### src/rtl/stb_from_utf8_stream_if.sv
// Call/return, byte-in and unit-out handshake bundle for stb_from_utf8_stream.
interface stb_from_utf8_stream_if #(
    parameter int unsigned OUT_W = 16,
    parameter int unsigned CNT_W = 32
);
    logic             start;
    logic             busy;
    logic [CNT_W-1:0] n;
    logic [7:0]       in_data;
    logic             in_valid;
    logic             in_ready;
    logic [OUT_W-1:0] out_data;
    logic             out_valid;
    logic             out_ready;
    logic             done;
    logic             stall;
    logic [CNT_W-1:0] returndata;
    logic [1:0]       status;

    modport master (
        output start, n, in_data, in_valid, out_ready, stall,
        input  busy, in_ready, out_data, out_valid, done, returndata, status
    );

    modport slave (
        input  start, n, in_data, in_valid, out_ready, stall,
        output busy, in_ready, out_data, out_valid, done, returndata, status
    );
endinterface

### src/rtl/stb_from_utf8_stream.sv
// Streaming UTF-8 decoder producing UTF-16 (with surrogate pairs) or UTF-32
// code units followed by a NUL terminator; returns units written and a status.
module stb_from_utf8_stream #(
    parameter int unsigned OUT_W           = 16,
    parameter int unsigned CNT_W           = 32,
    parameter int unsigned REPLACE_INVALID = 0
) (
    input logic                   clock,
    input logic                   reset,
    stb_from_utf8_stream_if.slave bus
);

    typedef enum logic [2:0] {
        S_IDLE,
        S_LEAD,
        S_CONT,
        S_EMIT,
        S_EMIT_LO,
        S_TERM,
        S_DONE
    } state_t;

    state_t           state_q, state_d;
    logic [20:0]      cp_q, cp_d;
    logic [1:0]       need_q, need_d;    // continuation bytes still expected
    logic [1:0]       extra_q, extra_d;  // continuation bytes in this sequence
    logic [CNT_W-1:0] count_q, count_d;
    logic [CNT_W-1:0] n_q, n_d;
    logic [1:0]       status_q, status_d;

    logic             cont_byte;
    logic             k2;
    logic             fits;
    logic [CNT_W:0]   cnt_plus_k;
    logic [CNT_W:0]   limit;
    logic [20:0]      cp_shift;
    logic             range_ok;
    logic [9:0]       hi10;
    logic [OUT_W-1:0] unit_main;
    logic [OUT_W-1:0] unit_lo;

    logic             in_rdy;
    logic             out_vld;
    logic             in_fire;
    logic             out_fire;
    logic             bad;

    // Shared decode helpers: continuation test, capacity check, surrogate split.
    always_comb begin
        cont_byte  = (bus.in_data[7:6] == 2'b10);
        k2         = (OUT_W == 16) && (cp_q[20:16] != 5'd0);
        cnt_plus_k = {1'b0, count_q} + (k2 ? (CNT_W+1)'(2) : (CNT_W+1)'(1));
        limit      = {1'b0, n_q} - (CNT_W+1)'(1);
        fits       = (cnt_plus_k <= limit);
        cp_shift   = {cp_q[14:0], bus.in_data[5:0]};
        unique case (extra_q)
            2'd2:    range_ok = (cp_shift >= 21'h000800) &&
                                !((cp_shift >= 21'h00D800) && (cp_shift <= 21'h00DFFF));
            2'd3:    range_ok = (cp_shift >= 21'h010000) && (cp_shift <= 21'h10FFFF);
            default: range_ok = 1'b1;
        endcase
        // (cp - 0x10000) >> 10 only needs the low 10 bits of (cp >> 10) - 0x40
        hi10      = cp_q[19:10] - 10'd64;
        unit_main = k2 ? OUT_W'({6'b110110, hi10}) : OUT_W'(cp_q);
        unit_lo   = OUT_W'({6'b110111, cp_q[9:0]});
    end

    // State and datapath registers with synchronous reset.
    always_ff @(posedge clock) begin
        if (reset) begin
            state_q  <= S_IDLE;
            cp_q     <= '0;
            need_q   <= '0;
            extra_q  <= '0;
            count_q  <= '0;
            n_q      <= '0;
            status_q <= '0;
        end else begin
            state_q  <= state_d;
            cp_q     <= cp_d;
            need_q   <= need_d;
            extra_q  <= extra_d;
            count_q  <= count_d;
            n_q      <= n_d;
            status_q <= status_d;
        end
    end

    // Next-state and datapath update for each accepted byte or emitted unit.
    always_comb begin
        state_d  = state_q;
        cp_d     = cp_q;
        need_d   = need_q;
        extra_d  = extra_q;
        count_d  = count_q;
        n_d      = n_q;
        status_d = status_q;
        bad      = 1'b0;
        in_fire  = bus.in_valid && in_rdy;
        out_fire = out_vld && bus.out_ready;

        unique case (state_q)
            S_IDLE: begin
                if (bus.start) begin
                    n_d      = bus.n;
                    count_d  = '0;
                    status_d = 2'd0;
                    if (bus.n == '0) begin
                        status_d = 2'd2;
                        state_d  = S_DONE;
                    end else begin
                        state_d = S_LEAD;
                    end
                end
            end
            S_LEAD: begin
                if (in_fire) begin
                    if (bus.in_data == 8'h00) begin
                        state_d = S_TERM;
                    end else if (bus.in_data < 8'h80) begin
                        cp_d    = 21'(bus.in_data);
                        state_d = S_EMIT;
                    end else if (bus.in_data >= 8'hC2 && bus.in_data <= 8'hDF) begin
                        cp_d    = 21'(bus.in_data[4:0]);
                        need_d  = 2'd1;
                        extra_d = 2'd1;
                        state_d = S_CONT;
                    end else if (bus.in_data >= 8'hE0 && bus.in_data <= 8'hEF) begin
                        cp_d    = 21'(bus.in_data[3:0]);
                        need_d  = 2'd2;
                        extra_d = 2'd2;
                        state_d = S_CONT;
                    end else if (bus.in_data >= 8'hF0 && bus.in_data <= 8'hF4) begin
                        cp_d    = 21'(bus.in_data[2:0]);
                        need_d  = 2'd3;
                        extra_d = 2'd3;
                        state_d = S_CONT;
                    end else begin
                        bad = 1'b1;
                    end
                end
            end
            S_CONT: begin
                if (bus.in_valid) begin
                    if (cont_byte) begin
                        cp_d   = cp_shift;
                        need_d = need_q - 2'd1;
                        if (need_q == 2'd1) begin
                            if (range_ok) begin
                                state_d = S_EMIT;
                            end else begin
                                bad = 1'b1;
                            end
                        end
                    end else begin
                        // in_ready is low for this byte, so it stays at the
                        // head of the stream and is re-decoded from LEAD.
                        bad = 1'b1;
                    end
                end
            end
            S_EMIT: begin
                if (!fits) begin
                    status_d = 2'd2;
                    state_d  = S_DONE;
                end else if (out_fire) begin
                    count_d = count_q + CNT_W'(1);
                    state_d = k2 ? S_EMIT_LO : S_LEAD;
                end
            end
            S_EMIT_LO: begin
                if (out_fire) begin
                    count_d = count_q + CNT_W'(1);
                    state_d = S_LEAD;
                end
            end
            S_TERM: begin
                if (out_fire) begin
                    status_d = 2'd0;
                    state_d  = S_DONE;
                end
            end
            S_DONE: begin
                if (!bus.stall) begin
                    state_d = S_IDLE;
                end
            end
            default: state_d = S_IDLE;
        endcase

        if (bad) begin
            if (REPLACE_INVALID != 0) begin
                cp_d    = 21'h00FFFD;
                state_d = S_EMIT;
            end else begin
                status_d = 2'd1;
                state_d  = S_DONE;
            end
        end
    end

    // Handshake and return outputs decoded from the current state.
    always_comb begin
        in_rdy  = 1'b0;
        out_vld = 1'b0;
        bus.out_data = '0;
        unique case (state_q)
            S_LEAD:    in_rdy = 1'b1;
            S_CONT:    in_rdy = !bus.in_valid || cont_byte;
            S_EMIT: begin
                out_vld      = fits;
                bus.out_data = unit_main;
            end
            S_EMIT_LO: begin
                out_vld      = 1'b1;
                bus.out_data = unit_lo;
            end
            S_TERM:    out_vld = 1'b1;
            default: begin
                in_rdy  = 1'b0;
                out_vld = 1'b0;
            end
        endcase
        bus.in_ready   = in_rdy;
        bus.out_valid  = out_vld;
        bus.busy       = (state_q != S_IDLE);
        bus.done       = (state_q == S_DONE);
        bus.returndata = count_q;
        bus.status     = status_q;
    end

endmodule
### src/flat_wrapper.sv
// flat-port wrapper written by rule: the top's interface ports become plain ports
module stb_from_utf8_stream_flat 
#(
    parameter int unsigned OUT_W           = 16,
    parameter int unsigned CNT_W           = 32,
    parameter int unsigned REPLACE_INVALID = 0
)
  (clock, reset, bus_start, bus_n, bus_in_data, bus_in_valid, bus_out_ready, bus_stall, bus_busy, bus_in_ready, bus_out_data, bus_out_valid, bus_done, bus_returndata, bus_status);
  stb_from_utf8_stream_if #(.OUT_W(OUT_W), .CNT_W(CNT_W)) bus_i ();
  input logic clock;
  input logic reset;
  input wire logic [$bits(bus_i.start)-1:0] bus_start;
  input wire logic [$bits(bus_i.n)-1:0] bus_n;
  input wire logic [$bits(bus_i.in_data)-1:0] bus_in_data;
  input wire logic [$bits(bus_i.in_valid)-1:0] bus_in_valid;
  input wire logic [$bits(bus_i.out_ready)-1:0] bus_out_ready;
  input wire logic [$bits(bus_i.stall)-1:0] bus_stall;
  output wire logic [$bits(bus_i.busy)-1:0] bus_busy;
  output wire logic [$bits(bus_i.in_ready)-1:0] bus_in_ready;
  output wire logic [$bits(bus_i.out_data)-1:0] bus_out_data;
  output wire logic [$bits(bus_i.out_valid)-1:0] bus_out_valid;
  output wire logic [$bits(bus_i.done)-1:0] bus_done;
  output wire logic [$bits(bus_i.returndata)-1:0] bus_returndata;
  output wire logic [$bits(bus_i.status)-1:0] bus_status;
  assign bus_i.start = bus_start;
  assign bus_i.n = bus_n;
  assign bus_i.in_data = bus_in_data;
  assign bus_i.in_valid = bus_in_valid;
  assign bus_i.out_ready = bus_out_ready;
  assign bus_i.stall = bus_stall;
  assign bus_busy = bus_i.busy;
  assign bus_in_ready = bus_i.in_ready;
  assign bus_out_data = bus_i.out_data;
  assign bus_out_valid = bus_i.out_valid;
  assign bus_done = bus_i.done;
  assign bus_returndata = bus_i.returndata;
  assign bus_status = bus_i.status;
  stb_from_utf8_stream #(.OUT_W(OUT_W), .CNT_W(CNT_W), .REPLACE_INVALID(REPLACE_INVALID)) u_core (.clock(clock), .reset(reset), .bus(bus_i));
endmodule
### config.mk
export PLATFORM = sky130hd
export DESIGN_NAME = stb_from_utf8_stream_flat
export DESIGN_NICKNAME = d
export VERILOG_FILES = /design/src/rtl/stb_from_utf8_stream_if.sv /design/src/rtl/stb_from_utf8_stream.sv /design/src/flat_wrapper.sv
export SDC_FILE = /design/constraint.sdc
export NUM_CORES = 1
export LEC_CHECK = 0
export ABC_AREA = 1
export BUFFER_PORTS_ARGS = -buffer_cell sky130_fd_sc_hd__buf_4
export CORE_MARGIN = 1.5
export CORE_UTILIZATION = 59
export CTS_CLUSTER_SIZE = 30
export DETAILED_ROUTE_END_ITERATION = 6
export PLACE_DENSITY = 0.81
export SYNTH_ARGS = -nofsm -noshare
export SYNTH_HDL_FRONTEND = slang
export SYNTH_SLANG_ARGS = --single-unit
### constraint.sdc
create_clock -name clock -period 5 [get_ports clock]
set_clock_uncertainty 0.15 [all_clocks]
set_input_delay 0.75 -clock clock [delete_from_list [all_inputs] [get_ports clock]]
set_output_delay 0.75 -clock clock [all_outputs]
set_load 0.01 [all_outputs]
Yosys cells after proc, flatten, opt, wreduce, memory -nomap -nowiden
Index checks and enable logic that the tools add are counted.
{"block": "word_totals", "register_bits": 94, "latchBits": 0, "ram_bits": 0, "romBits": 0, "inputBits": 46, "output_inout_bits": 54, "wordCells": 165, "mem_count": 0}
{"block": "classes", "add_sub_neg": 5, "multipliers": 0, "div": 0, "order_cmp": 13, "eq_ne": 39, "shift": 0, "mux": 65, "bitwise": 2, "n_reduce_logical": 32}
{"cell": "21-bit two-way mux", "n": 8}
{"cell": "32-bit two-way mux", "n": 3}
{"cell": "32-bit one-hot mux with 3 select lines", "n": 1}
{"cell": "3-bit two-way mux", "n": 19}
{"cell": "21-bit one-hot mux with 2 select lines", "n": 1}
{"cell": "32-bit by 33-bit adder with 33-bit output", "n": 1}
{"cell": "33-bit less-or-equal comparator", "n": 1}
{"cell": "32-bit by 1-bit subtractor with 33-bit output, second input constant", "n": 1}
{"cell": "32-bit by 1-bit adder with 32-bit output, second input constant", "n": 1}
{"cell": "32-bit zero test", "n": 1}
{"cell": "16-bit one-hot mux with 2 select lines", "n": 1}
{"cell": "2-bit two-way mux", "n": 13}
{"cell": "8-bit >= comparator, second input constant", "n": 3}
{"cell": "8-bit less-or-equal comparator, second input constant", "n": 3}
{"cell": "11-bit AND reduction", "n": 2}
{"cell": "21-bit by 12-bit >= comparator with 1-bit output, second input constant", "n": 1}
{"cell": "21-bit by 16-bit >= comparator with 1-bit output, second input constant", "n": 1}
{"cell": "21-bit by 17-bit >= comparator with 1-bit output, second input constant", "n": 1}
{"cell": "21-bit by 16-bit less-or-equal comparator with 1-bit output, second input constant", "n": 1}
{"cell": "21-bit less-or-equal comparator, second input constant", "n": 1}
{"cell": "3-bit one-hot mux with 7 select lines", "n": 1}
{"cell": "3-bit by 1-bit != test with 1-bit output, second input constant", "n": 6}
{"cell": "16-bit two-way mux", "n": 1}
{"cell": "2-bit by 1-bit != test with 1-bit output, second input constant", "n": 7}
{"cell": "other kinds (37)", "n": 77}

Longest topological paths before layout
{"block": "logic_depth", "ltp_word": 12, "ltp_mapped": 31, "depth_no_buf": 30}

Least setup slack after synthesis
Ideal clock, no wire load.
{"block": "synth_timing", "path_kind": "reg2out", "from": "register u_core.cp_q[16]", "to": "output bus_out_valid", "t_arrival_ps": 3281, "required_time_ps": 4100, "slack_ps": 819, "stages_incl_launch_ff": 21, "path_buffers": 0, "cell_sequence": "dfxtp_1 > inv_1 > ha_1 > and3_1 > inv_1 > fa_1 > inv_1 > nor2_1 > nand2_1 > nor4_1 > nand2_1 > xnor2_1 > ha_1 > a21o_1 > nor2_1 > nand2_1 > a21oi_1 > nand3_2 > nand2_2 > nand2_2 > nand2_2"}
{"block": "synth_between", "elab_chain_len": 5}
{"item": "from (decl)", "line_no": "stb_from_utf8_stream.sv:24", "rtl": "logic [20:0] cp_q, cp_d;"}
{"item": "from (signal assigned)", "line_no": "stb_from_utf8_stream.sv:80", "rtl": "cp_q <= cp_d;"}
{"item": "5-bit nonzero test", "line_no": "stb_from_utf8_stream.sv:51", "rtl": "k2 = (OUT_W == 16) && (cp_q[20:16] != 5'd0);"}
{"item": "2-bit two-way mux", "line_no": "stb_from_utf8_stream.sv:52", "rtl": "cnt_plus_k = {1'b0, count_q} + (k2 ? (CNT_W+1)'(2) : (CNT_W+1)'(1));"}
{"item": "32-bit by 33-bit adder with 33-bit output", "line_no": "stb_from_utf8_stream.sv:52"}
{"item": "33-bit less-or-equal comparator", "line_no": "stb_from_utf8_stream.sv:54", "rtl": "fits = (cnt_plus_k <= limit);"}
{"item": "1-bit one-hot mux with 2 select lines", "line_no": "stb_from_utf8_stream.sv:207", "rtl": "unique case (state_q)"}
{"item": "to (decl)", "line_no": "flat_wrapper.sv:21", "rtl": "output wire logic [$bits(bus_i.out_valid)-1:0] bus_out_valid;"}
Every way passes these cells.

Worst setup path in the final report
{"block": "layout_timing", "from": "register u_core.cp_q[17]", "to": "output bus_out_valid"}
Same word-level chain as after synthesis.

==> results.cfg <==
[outcome]
run_status = finished clean

[placement]
io_buffer_count = 99
gp_congestion = 0.958
pre_cts_ws_ns = 0.290
dp_hpwl_um = 15300
dp_cells = 1301

[die]
rows = 40
die_h_um = 114
ioPinCount = 100
die_w_um = 114
start_util_pct = 60.5
core_area_mm2 = 0.0120
die_area_mm2 = 0.0130

[worst_setup_path]
cp_max_fo = 4
critPathKind = flip-flop to primary output
path_cells = inv_2 -> ha_4 -> and3_4 -> ha_4 -> fa_2 -> inv_2 -> nor2_4 -> nand2_4 -> nor4_4 -> buf_4 -> nand2_2 -> xnor2_2 -> ha_1 -> nand2_2 -> nor2_4 -> nand4_1 -> nor3_2 -> nand4_1 -> nand2_2 -> nand2_2 -> nand2_4 -> buf_4
end_kind = primary output
critPathArrivalTime_ns = 3.95
reg2reg_depth = 25
rr_startpoint = u_core.cp_q[17]$_SDFFE_PP0P_
crit_slowest_cell = dfxtp_1
critPathLaunchType = flip-flop
r2r_end = u_core.bus.returndata[19]$_SDFFE_PP0P_
cpMostUsedCell = nand2_2
reg2reg_slack_ns = 0.63
crit_required_ns = 4.10
slowest_delay_ns = 0.33

[layout]
nets = 1259
insertedDiodeCount = 0
drive_above_1_share_pct = 19.4
instances_no_fill = 1325
syn2layout_area_growth_pct = 18.1

[yosys]
synth_most_common_cell = nand2_1
synth_top_family_by_area = simple AND/OR/NAND/NOR gates
ys_types = 46
synth_common_cells = nand2_1, nor2_1, a21oi_1
syn_nets = 1174
synth_compound_area_share_pct = 15.2
synth_top_area_share_pct = 25.9
synth_edf_count = 0
yosys_warnings = 0
yosys.area_share.adder_pct = 6.99
syn_area_mm2 = 0.00727
synth_top_cells_by_area = dfxtp_1, nand2_1, nor2_1
synthSimpleGateAreaFrac_pct = 33.4
synth_mux_area_share_pct = 0
synth_top_area_cell = dfxtp_1
synthCells = 1088
ys_seq_elements = 94
synth.avg_cell_area_um2 = 6.68
synthFlopType = dfxtp_1
synth_xor_area_share_pct = 9.64
seq_area_frac_synth_pct = 25.9
ys_async_sr_fraction_pct = 0

[cts]
h-tree-depth = 3
hold_buffers = 0
clock_sinks = 94
cts_tree = built
cts_buffers = 9
cts_root_buf = clkbuf_16
clk_pin_slew_ns = 0.07
clockBufferDepth = 2
worstSkewPairLatency_ns = 0.36

[global_route]
grt.total_usage_pct = 31.4
grt.overflow.total = 0
grt_max_degree = 52
antenna_found_initial = 0
grt_pass1_wl_um = 32600
grt_pass1_vias = 6881

[worst_hold_path]
hold-path-endpoint = u_core.bus.status[1]$_SDFFE_PP0P_
min_from = u_core.bus.status[1]$_SDFFE_PP0P_
hold_class = flip-flop to flip-flop
hold_path_depth = 2

[pwr]
leakage_uw = 0.00353
total_power_uw = 3950
ir_drop_v = 0.000431
p_per_area_mw_per_mm2 = 461

[route]
first_pass_iters = 5
route.detailed.drc = 0
wirelength_um = 20500
ant_nets = 0
drt-initial-drc-count = 530
dr_total_vias = 7599
viasPerCell = 5.74
post_drt_wl_per_cell_um = 15.5

[sta]
hold_viol_final = 0
setup_ws_ns = 0.150
tightestPinTransition_ns = 1.20
timing.slew.headroom_pct = 20.2
maxSlewViolCount = 0
finalCriticalPeriod_ns = 4.85
setup_viol = 0
fin_tns_setup_ns = 0
max_freq_mhz = 206
fin_crit_sh_pct = 97.0

[job]
max_cap_violations = 0
kinds of logic (layout without fill, tap and decap cells):
| logic type | count (synthesis) | in the layout |
|---|---|---|
| AOI/OAI and AO/OA | 195 | 195 |
| buffers and inverters | 158 | 248 |
| adders and majority gates | 40 | 40 |
| DFF | 94 | 94 |
| and+or+nand+nor | 521 | 521 |
| xor gates and xnor gates | 80 | 80 |
cells in the final DEF (no fill, tap or decap), drive strengths merged, types with 3 or more instances in the layout:
cell type,count
nand3,71
o22ai,4
xor2,61
ha,39
nand2,210
dfxtp,94
clkbuf,10
nor2,161
buf,111
nor3,34
nand4,17
a211oi,14
nand3b,3
o21ai,62
inv,123
xnor2,19
a21oi,107
nor4,18
worst max path at each step:
stage                                 start            end  depth (start not counted)
5_1_grt        u_core.cp_q[17]$_SDFFE_PP0P_  bus_out_valid                         22
2_1_floorplan  u_core.cp_q[16]$_SDFFE_PP0P_  bus_out_valid                         20
6_report       u_core.cp_q[17]$_SDFFE_PP0P_  bus_out_valid                         22
4_1_cts        u_core.cp_q[16]$_SDFFE_PP0P_  bus_out_valid                         22
3_5_place_dp   u_core.cp_q[16]$_SDFFE_PP0P_  bus_out_valid                         22
3_3_place_gp   u_core.cp_q[16]$_SDFFE_PP0P_  bus_out_valid                         22
final cells by class:
| type | instances | area, µm² |
|---|---|---|
| clock buffers | 10 | 239 |
| clock inverters | 6 | 91.3 |
| fillers | 1035 | 3430 |
| inverters | 121 | 454 |
| multi-input cells | 836 | 4900 |
| flip-flops and latches | 94 | 1880 |
| well taps | 147 | 184 |
| repair buffers | 111 | 833 |
per-layer routing:
metal / global-route usage [%] / wire [µm]
met2: 54.3 / 10100
met5: 0 / 0
met3: 5.42 / 1320
met1: 39.0 / 8480
met4: 11.8 / 550
sequential cells by signal, summed over array words and instances (netlist names):
register / cells
u_core.need_q: 2
u_core.state_q: 3
u_core.bus.returndata: 32
u_core.bus.status: 2
u_core.extra_q: 2
u_core.n_q: 32
u_core.cp_q: 21
what timing repair did:
action | 4_1_cts | 5_1_grt
buffers inserted | 0 | 8
gates resized for setup | 3 | 36
endpoints found under the setup margin | 1 | 33
pin swaps | 0 | 12
power breakdown:
group	switching, µW	total (µW)	internal (µW)
combinational	1360	2110	748
clock	315	771	456
sequential	168	1080	909
total	1840	3950	2110
worst max-delay path: cells and delay by family, from the launching register on:
family | cells | cell delay, ns
adder cells (fa/ha/maj) | 4 | 0.86
buffers and inverters | 4 | 0.45
XOR/XNOR | 1 | 0.17
AND/OR/NAND/NOR | 13 | 1.77
flip-flops | 1 | 0.33
through the flow:
step	hold WS, ns	utilization (%)	instance area, µm²
CTS	0.298	69.7	8370
finish	0.297	71.4	8580
floorplan	0.283	-	7270
detailed placement	0.288	66.9	8030
global route	0.317	71.4	8580
global placement	0.286	66.9	8030
Power figures use the tool's default switching activity.
